$ cat src/rtl/line_mem_arbiter.sv
// line_mem_arbiter: round-robin sequencer for one single-ported line memory
// shared by the instruction-cache fill path and the data-cache fill/writeback
// path. One request is served at a time: Idle -> Access (MemLatency cycles)
// -> Done (one-cycle done pulse) -> Idle.
module line_mem_arbiter #(
    parameter int LineWidth  = 64,
    parameter int AddrWidth  = 29,
    parameter int MemLatency = 2
) (
    input  logic                 clk,
    input  logic                 rst,
    input  logic [AddrWidth-1:0] icAddr,
    input  logic                 icReadReq,
    output logic                 icGrant,
    output logic                 icDone,
    output logic [LineWidth-1:0] icReadValue,
    input  logic [AddrWidth-1:0] dcAddr,
    input  logic                 dcReadReq,
    input  logic                 dcWriteReq,
    input  logic [LineWidth-1:0] dcWriteValue,
    output logic                 dcGrant,
    output logic                 dcDone,
    output logic [LineWidth-1:0] dcReadValue,
    output logic [AddrWidth-1:0] memAddr,
    output logic                 memWriteEnable,
    output logic [LineWidth-1:0] memWriteValue,
    input  logic [LineWidth-1:0] memReadValue,
    output logic                 busy
);

    // Four bits cover the full 1..15 latency range.
    localparam int CntW = 4;

    typedef enum logic [1:0] {
        IDLE   = 2'd0,
        ACCESS = 2'd1,
        DONE   = 2'd2
    } state_t;

    state_t                state_q, state_d;
    logic [CntW-1:0]       cnt_q, cnt_d;
    logic                  owner_q, owner_d;       // 1 = data side owns the memory
    logic                  write_q, write_d;       // 1 = current access is a write
    logic                  last_dc_q, last_dc_d;   // 1 = data side was served last
    logic [AddrWidth-1:0]  addr_q, addr_d;
    logic [LineWidth-1:0]  wdata_q, wdata_d;
    logic [LineWidth-1:0]  ic_rdata_q, ic_rdata_d;
    logic [LineWidth-1:0]  dc_rdata_q, dc_rdata_d;

    logic ic_pend;
    logic dc_pend;
    logic sel_dc;

    assign ic_pend = icReadReq;
    assign dc_pend = dcReadReq | dcWriteReq;
    // On a tie the side that was not served last wins.
    assign sel_dc  = dc_pend & (~ic_pend | ~last_dc_q);

    // State and datapath registers; reset abandons any access in flight.
    always_ff @(posedge clk or negedge rst) begin
        if (!rst) begin
            state_q    <= IDLE;
            cnt_q      <= '0;
            owner_q    <= 1'b0;
            write_q    <= 1'b0;
            last_dc_q  <= 1'b1;
            addr_q     <= '0;
            wdata_q    <= '0;
            ic_rdata_q <= '0;
            dc_rdata_q <= '0;
        end else begin
            state_q    <= state_d;
            cnt_q      <= cnt_d;
            owner_q    <= owner_d;
            write_q    <= write_d;
            last_dc_q  <= last_dc_d;
            addr_q     <= addr_d;
            wdata_q    <= wdata_d;
            ic_rdata_q <= ic_rdata_d;
            dc_rdata_q <= dc_rdata_d;
        end
    end

    // Next-state logic: arbitration in Idle, latency countdown in Access.
    always_comb begin
        state_d    = state_q;
        cnt_d      = cnt_q;
        owner_d    = owner_q;
        write_d    = write_q;
        last_dc_d  = last_dc_q;
        addr_d     = addr_q;
        wdata_d    = wdata_q;
        ic_rdata_d = ic_rdata_q;
        dc_rdata_d = dc_rdata_q;
        case (state_q)
            IDLE: begin
                if (ic_pend || dc_pend) begin
                    owner_d = sel_dc;
                    cnt_d   = CntW'(MemLatency - 1);
                    state_d = ACCESS;
                    if (sel_dc) begin
                        addr_d  = dcAddr;
                        write_d = dcWriteReq;   // write wins over a concurrent read
                        wdata_d = dcWriteValue;
                    end else begin
                        addr_d  = icAddr;
                        write_d = 1'b0;
                    end
                end
            end
            ACCESS: begin
                if (cnt_q == '0) begin
                    if (!write_q) begin
                        if (owner_q) dc_rdata_d = memReadValue;
                        else         ic_rdata_d = memReadValue;
                    end
                    state_d = DONE;
                end else begin
                    cnt_d = cnt_q - 1'b1;
                end
            end
            DONE: begin
                last_dc_d = owner_q;
                state_d   = IDLE;
            end
            default: state_d = IDLE;
        endcase
    end

    assign busy           = (state_q != IDLE);
    assign icGrant        = busy & ~owner_q;
    assign dcGrant        = busy &  owner_q;
    assign icDone         = (state_q == DONE) & ~owner_q;
    assign dcDone         = (state_q == DONE) &  owner_q;
    assign icReadValue    = ic_rdata_q;
    assign dcReadValue    = dc_rdata_q;
    assign memAddr        = addr_q;
    assign memWriteValue  = wdata_q;
    assign memWriteEnable = (state_q == ACCESS) & (cnt_q == '0) & write_q;

endmodule

$ cat config.mk
export PLATFORM = sky130hd
export DESIGN_NAME = line_mem_arbiter
export DESIGN_NICKNAME = d
export VERILOG_FILES = /design/src/rtl/line_mem_arbiter.sv
export SDC_FILE = /design/constraint.sdc
export NUM_CORES = 1
export LEC_CHECK = 0
export ABC_AREA = 1
export CORE_MARGIN = 5
export CORE_UTILIZATION = 40
export CTS_CLUSTER_DIAMETER = 100
export DETAILED_ROUTE_END_ITERATION = 8
export DONT_BUFFER_PORTS = 1
export PLACE_DENSITY = 0.56
export SYNTH_ARGS = -nofsm -noshare
export SYNTH_HDL_FRONTEND = slang
export SYNTH_SLANG_ARGS = --single-unit
$ cat constraint.sdc
create_clock -name clk -period 2.1 [get_ports clk]
set_input_delay 0.525 -clock clk [delete_from_list [all_inputs] [get_ports clk]]
set_output_delay 0.525 -clock clk [all_outputs]
set_load 0.1 [all_outputs]
==> results of run 1 <==
[worst min path at each step]
stage / depth (start not counted) / startpoint / to
2_1_floorplan: 0 / rst / cnt_q[0]
3_3_place_gp: 0 / rst / memWriteValue[61]
3_5_place_dp: 0 / rst / memWriteValue[61]
4_1_cts: 0 / rst / memWriteValue[15]
6_report: 0 / rst / memWriteValue[24]
5_1_grt: 0 / rst / memWriteValue[7]
[cell type report]
class	count	area, um2	share of cell area [%]
flip-flops and latches	230	5760	44.8
multi-input cells	711	3210	25.0
repair buffers	263	2100	16.4
clock buffers	36	739	5.76
inverters	135	507	3.95
well taps	324	405	3.16
clock inverters	12	119	0.926
[state kept, by name, summed over array words and instances (netlist names)]
| name | cells |
|---|---|
| memAddr | 29 |
| state_q | 2 |
| icReadValue | 64 |
| write_q | 1 |
| cnt_q | 4 |
| memWriteValue | 64 |
| owner_q | 1 |
| last_dc_q | 1 |
| dcReadValue | 64 |
[Yosys cell counts, types with 10 or more instances]
cell / instances / area (um2)
sky130_fd_sc_hd__buf_1: 17 / 63.8
sky130_fd_sc_hd__buf_2: 25 / 125
sky130_fd_sc_hd__clkbuf_1: 32 / 120
sky130_fd_sc_hd__dfrtp_1: 229 / 5730
sky130_fd_sc_hd__inv_1: 134 / 503
sky130_fd_sc_hd__nand2_1: 433 / 1630
sky130_fd_sc_hd__nand3_1: 64 / 320
sky130_fd_sc_hd__nand4_1: 64 / 400
sky130_fd_sc_hd__nor2_1: 10 / 37.5
sky130_fd_sc_hd__o21ai_0: 80 / 400
sky130_fd_sc_hd__o21ai_1: 52 / 260
[kinds of logic after synthesis]
logic type                 synth area share, %
DFF                                       59.2
buffers and inverters                     8.55
and+or+nand+nor                           25.0
xor gates and xnor gates                0.0901
adders and majority gates                0.257
AOI/OAI and AO/OA                         6.85
[what timing repair did]
action / in CTS / in global routing
pin swaps: 4 / 3
buffers inserted: 5 / 5
hold endpoints to repair: 230 / 230
endpoints found under the setup margin: 4 / 5
gates resized for setup: 10 / 6
[routing by layer]
metal  track usage, %  up-vias  routed length (um)
met1             27.5     3875               12800
met2             35.0      341               14600
met4             6.78        0                1020
li1                 -     4059                   -
met5                0        -                   0
met3             6.88       62                2600
[through the flow]
stage	cell area (um2)	setup slack [ns]	hold slack, ns	setup TNS (ns)
after floorplan	9730	-0.236	0.229	-0.526
after global placement	11800	0.267	0.235	0
after detailed placement	11800	0.238	0.236	0
after CTS	12800	-0.123	-0.315	-0.123
after global routing	12800	-0.174	-0.329	-0.229
final	12800	-0.0855	-0.290	-0.0855
==> reports/qor.log, run 1 <==
INFO  outcome        status=finished with violations
INFO  outcome        violations=negative hold slack, negative setup slack
INFO  worst_setup_path worstSetupStartpoint=cnt_q[1]
INFO  sta            timing_max_transition_violations_final=0
INFO  sta            hold_viol_final=229
INFO  worst_setup_path r2r_cells=11
INFO  floorplanning  die_height=166um
INFO  finish         drive_gt1_share=23.6%
INFO  place          cell_total_after_placement=1653
INFO  worst_setup_path worstPathArrival=1.66ns
INFO  routing        detail_route.iter0.violations=711
INFO  clock_tree     cts-root-to-sink-buffers=3
INFO  clock_tree     cts_root_buffer=sky130_fd_sc_hd__clkbuf_16
INFO  routing        detail_route.wl_per_cell=18.1um
INFO  finish         num-nets-final=1560
INFO  clock_tree     cts_htree_levels=1
INFO  place          detailed_place_hpwl=22.3mm
INFO  worst_setup_path cp_cell_sequence=inv_2 > ha_4 > nand2_4 > nor2_4 > nand2_2 > nor2_4 > buf_12
INFO  worst_setup_path startpoint_types=flop
INFO  worst_setup_path worstReg2RegStart=cnt_q[1]
INFO  sta            worstMarginPinSlew=1.07ns
INFO  routing        antenna_violating_nets_post_route=0
INFO  worst_setup_path crit_top_cell=sky130_fd_sc_hd__nor2_4
INFO  worst_setup_path regToRegSetupSlack=0.25ns
INFO  finish         antenna_cells_inserted=0
INFO  grt            first_global_vias=8024
INFO  finish         mostFrequentLayoutCells=sky130_fd_sc_hd__nand2_1, sky130_fd_sc_hd__buf_4, sky130_fd_sc_hd__dfrtp_1, sky130_fd_sc_hd__inv_1, sky130_fd_sc_hd__o21ai_0
INFO  worst_setup_path timing.critical_path.max_delay_family=flip-flops
INFO  routing        num_vias=8337
INFO  worst_setup_path worst-path-stages=7
INFO  finish         post_layout_nonfiller_instances=1711
INFO  floorplanning  std_cell_rows=57
INFO  grt            grt_max_degree=231
INFO  synthesis      synth-seq-area-share=59.2%
INFO  routing        drt-total-wl=31.0mm
INFO  sta            period_minus_slack=2.19ns
INFO  floorplanning  design.portCount=418
INFO  synthesis      count_of_flip_flops_with_a_built_in_enable_after_synthesis=0
INFO  routing        vias_per_cell=4.87
INFO  worst_setup_path timing.critical_path.slowest_stage_cell=sky130_fd_sc_hd__dfrtp_1
INFO  synthesis      yosys_warnings=0
INFO  synthesis      mappedNetlistArea=9720um2
INFO  worst_setup_path setup.worst_path.class=flop to output pin
INFO  sta            unrepaired_setup_endpoints_after_global_routing=yes
INFO  sta            layout_setup_ws=-0.0855ns
INFO  routing        drt_drc_violations_left=0
INFO  sta            period_share=104%
INFO  clock_tree     tritoncts.num_buffers=26
INFO  place          globalplace.congestion=0.886
INFO  synthesis      ys_dominant_reg_cell=sky130_fd_sc_hd__dfrtp_1
INFO  worst_setup_path worstSetupEndpointType=output pin
INFO  worst_setup_path worstPathMaxFanout=2
INFO  grt            grt_pass1_wl=48.2mm
INFO  finish         nFillCells=2298
INFO  floorplanning  initial_core_util=40.3%
INFO  place          port-buffer-count=0
INFO  sta            timing.final.setup_violations=1
INFO  synthesis      synth_cells=1152
INFO  worst_setup_path regToRegEndpoint=dcReadValue[25]
INFO  clock_tree     clk_transition_reported_paths=0.06ns
INFO  sta            final.setup_skew=0.00749ns
INFO  sta            final.hold.worst_slack=-0.290ns
INFO  finish         area_growth=32.1%
INFO  worst_setup_path crit_path_end=memWriteEnable
INFO  worst_hold_path worst_hold_path_type=input pin to asynchronous set/reset pin
INFO  clock_tree     clock-sinks=230
INFO  sta            timing.slew.headroom=28.8%
INFO  synthesis      synth_cell_types=21
INFO  synthesis      avgSynthCellArea=8.44um2
INFO  flow_run       cap_viol_max_count=0
INFO  sta            fmax=0.458GHz
INFO  worst_setup_path worstPathBufferInverterCount=2
INFO  routing        drt-pass1-iter-count=5
INFO  synthesis      ys_async_sr_fraction=100%
INFO  finish         most_common_library_cell_in_the_layout_ignoring_fill_and_taps=sky130_fd_sc_hd__nand2_1
INFO  grt            global_route.overflow_total=0
INFO  floorplanning  fp.dieArea=27500um2
INFO  worst_setup_path critical_path.max_stage_delay=0.40ns
INFO  clock_tree     tritoncts=built
INFO  clock_tree     clock_latency=0.52ns
INFO  synthesis      yosys_register_bits=230
INFO  floorplanning  die_width=166um
INFO  grt            grtUsageTotal=21.5%
INFO  finish         postLayoutCoreUtil=53.3%
INFO  floorplanning  core_area=24100um2
INFO  worst_setup_path worst-endpoint-required=1.57ns
INFO  synthesis      syn-num-nets=1345
INFO  grt            grt_antenna_before_repair=0
Power of run 1 is not shown: default switching activity piles up to over one toggle a cycle in this logic, so the estimate is an artifact.
==> inputs of run 2 (changes only) <==
MAX_ROUTING_LAYER = met4   (was not set)
==> run 2 against run 1 <==
Against the previous run: the flow still finishes with violations (negative hold slack, negative setup slack); via count is 0.62% higher; setup slack improved by 0.0016 ns; utilization unchanged; register-to-register slack hardly changed; sequential share of layout area unchanged; highest routed layer unchanged.
==> reports/qor.log, run 2 (synthesis gave the netlist of run 1 again) <==
INFO  outcome        status=finished with violations [unchanged]
INFO  outcome        violations=negative hold slack, negative setup slack [unchanged]
INFO  worst_setup_path regToRegSetupSlack=0.26ns [was 0.25 ns]
INFO  sta            fin_tns_setup=-0.0839ns [was -0.0855 ns]
INFO  sta            timing.slew.headroom=28.1% [was 28.8%]
INFO  worst_setup_path setup.worst_path.class=flop to output pin [unchanged]
INFO  sta            final.setup_skew=0.00872ns [was 0.00749 ns]
INFO  worst_setup_path worstPathMaxFanout=2 [unchanged]
INFO  sta            worstMarginPinSlew=1.08ns [was 1.07 ns]
INFO  grt            grt_antenna_before_repair=0 [unchanged]
INFO  finish         num-nets-final=1560 [unchanged]
INFO  clock_tree     tritoncts=built [unchanged]
INFO  grt            grtUsageTotal=22.1% [was 21.5%]
INFO  clock_tree     cts_root_buffer=sky130_fd_sc_hd__clkbuf_16 [unchanged]
INFO  grt            first_global_vias=8040 [was 8024]
INFO  clock_tree     clock-sinks=230 [unchanged]
INFO  routing        detail_route.wl_per_cell=18.1um [about the same]
INFO  worst_setup_path worstPathArrival=1.66ns [about the same]
INFO  sta            timing.final.setup_violations=1 [unchanged]
INFO  routing        drt-pass1-iter-count=5 [unchanged]
INFO  worst_setup_path startpoint_types=flop [unchanged]
INFO  sta            hold_viol_final=229 [unchanged]
INFO  finish         postLayoutCoreUtil=53.3% [unchanged]
INFO  finish         area_growth=32.1% [unchanged]
INFO  sta            timing_max_transition_violations_final=0 [unchanged]
INFO  sta            unrepaired_setup_endpoints_after_global_routing=yes [unchanged]
INFO  clock_tree     cts-root-to-sink-buffers=3 [unchanged]
INFO  floorplanning  fp.dieArea=27500um2 [unchanged]
INFO  routing        antenna_violating_nets_post_route=0 [unchanged]
INFO  finish         mostFrequentLayoutCells=sky130_fd_sc_hd__nand2_1, sky130_fd_sc_hd__buf_4, sky130_fd_sc_hd__dfrtp_1, sky130_fd_sc_hd__inv_1, sky130_fd_sc_hd__o21ai_0 [unchanged]
INFO  floorplanning  core_area=24100um2 [unchanged]
INFO  floorplanning  initial_core_util=40.3% [unchanged]
INFO  sta            final.hold.worst_slack=-0.289ns [was -0.290 ns]
INFO  sta            fmax=0.458GHz [about the same]
INFO  place          port-buffer-count=0 [unchanged]
INFO  finish         drive_gt1_share=23.6% [unchanged]
INFO  routing        drt_drc_violations_left=0 [unchanged]
INFO  finish         most_common_library_cell_in_the_layout_ignoring_fill_and_taps=sky130_fd_sc_hd__nand2_1 [unchanged]
INFO  sta            period_minus_slack=2.18ns [was 2.19 ns]
INFO  worst_setup_path regToRegEndpoint=dcReadValue[39] [was dcReadValue[25]]
INFO  sta            layout_setup_ws=-0.0839ns [was -0.0855 ns]
INFO  clock_tree     clk_transition_reported_paths=0.06ns [about the same]
INFO  routing        detail_route.iter0.violations=728 [was 711]
INFO  grt            grt_pass1_wl=48.1mm [was 48.2 mm]
INFO  floorplanning  design.portCount=418 [unchanged]
INFO  finish         antenna_cells_inserted=0 [unchanged]
INFO  worst_setup_path worstReg2RegStart=cnt_q[1] [unchanged]
INFO  worst_setup_path r2r_cells=11 [unchanged]
INFO  grt            global_route.overflow_total=0 [unchanged]
INFO  routing        vias_per_cell=4.90 [was 4.87]
INFO  routing        num_vias=8389 [was 8337]
INFO  flow_run       cap_viol_max_count=0 [unchanged]
INFO  place          globalplace.congestion=0.901 [was 0.886]
INFO  worst_hold_path worst_hold_path_type=input pin to asynchronous set/reset pin [unchanged]
INFO  worst_setup_path worstSetupEndpointType=output pin [unchanged]
INFO  clock_tree     tritoncts.num_buffers=26 [unchanged]
INFO  sta            period_share=104% [about the same]
INFO  floorplanning  die_height=166um [unchanged]
INFO  grt            grt_max_degree=231 [unchanged]
INFO  clock_tree     cts_htree_levels=1 [unchanged]
INFO  floorplanning  die_width=166um [unchanged]
INFO  routing        drt-total-wl=31.0mm [about the same]
INFO  clock_tree     clock_latency=0.52ns [about the same]
INFO  worst_setup_path worst-endpoint-required=1.57ns [about the same]
INFO  floorplanning  std_cell_rows=57 [unchanged]
INFO  place          detailed_place_hpwl=22.3mm [unchanged]
==> run 2: what timing repair did <==
item | 4_1_cts | 5_1_grt
buffers inserted | 5 | 5
setup endpoints to repair | 4 | 5
pin swaps | 4 | 3
gates resized for setup | 10 | 6
endpoints found under the hold margin | 230 | 230
==> run 2: area by class of cell <==
cell class,instances,area [um2]
Fill cell,2299,11300
Sequential cell,230,5760
Multi-Input combinational cell,711,3210
Timing Repair Buffer,263,2100
Clock buffer,36,739
Inverter,135,507
Tap cell,324,405
Clock inverter,12,119
==> run 2: how the worst max path moves through the flow <==
| stage | cells after the start | to | slack [ns] | startpoint |
|---|---|---|---|---|
| 3_5_place_dp | 7 | memWriteEnable | 0.24 | cnt_q[0] |
| 3_3_place_gp | 7 | memWriteEnable | 0.27 | cnt_q[0] |
| 2_1_floorplan | 3 | dcDone | -0.24 | state_q[0] |
| 5_1_grt | 7 | memWriteEnable | -0.17 | cnt_q[0] |
| 6_report | 7 | memWriteEnable | -0.08 | cnt_q[1] |
| 4_1_cts | 7 | memWriteEnable | -0.12 | cnt_q[1] |
==> run 2: per-stage QoR <==
| step | instance area, um2 | setup slack, ns | hold slack, ns | cells |
|---|---|---|---|---|
| final | 12800 | -0.0839 | -0.289 | 1711 |
| after CTS | 12800 | -0.123 | -0.315 | 1706 |
| after detailed placement | 11800 | 0.238 | 0.236 | 1653 |
| after global placement | 11800 | 0.267 | 0.235 | 1653 |
| after floorplan | 9730 | -0.236 | 0.229 | 1152 |
| after global routing | 12800 | -0.174 | -0.323 | 1711 |
==> run 2: routing by layer <==
| layer | wire (um) | vias to the layer above | global-route usage (%) |
|---|---|---|---|
| met3 | 2550 | 64 | 6.50 |
| met5 | 0 | - | - |
| met1 | 12800 | 3916 | 27.7 |
| li1 | - | 4060 | - |
| met2 | 14600 | 349 | 35.0 |
| met4 | 1000 | 0 | 6.81 |
==> run 2: critical path, stage by stage, from the launching register on <==
cell and delay, ns:
sky130_fd_sc_hd__dfrtp_1 0.40, sky130_fd_sc_hd__inv_2 0.09, sky130_fd_sc_hd__ha_4 0.15, sky130_fd_sc_hd__nand2_4 0.05
sky130_fd_sc_hd__nor2_4 0.09, sky130_fd_sc_hd__nand2_2 0.08, sky130_fd_sc_hd__nor2_4 0.11, sky130_fd_sc_hd__buf_12 0.18
Power of run 2 is left out for the same reason.
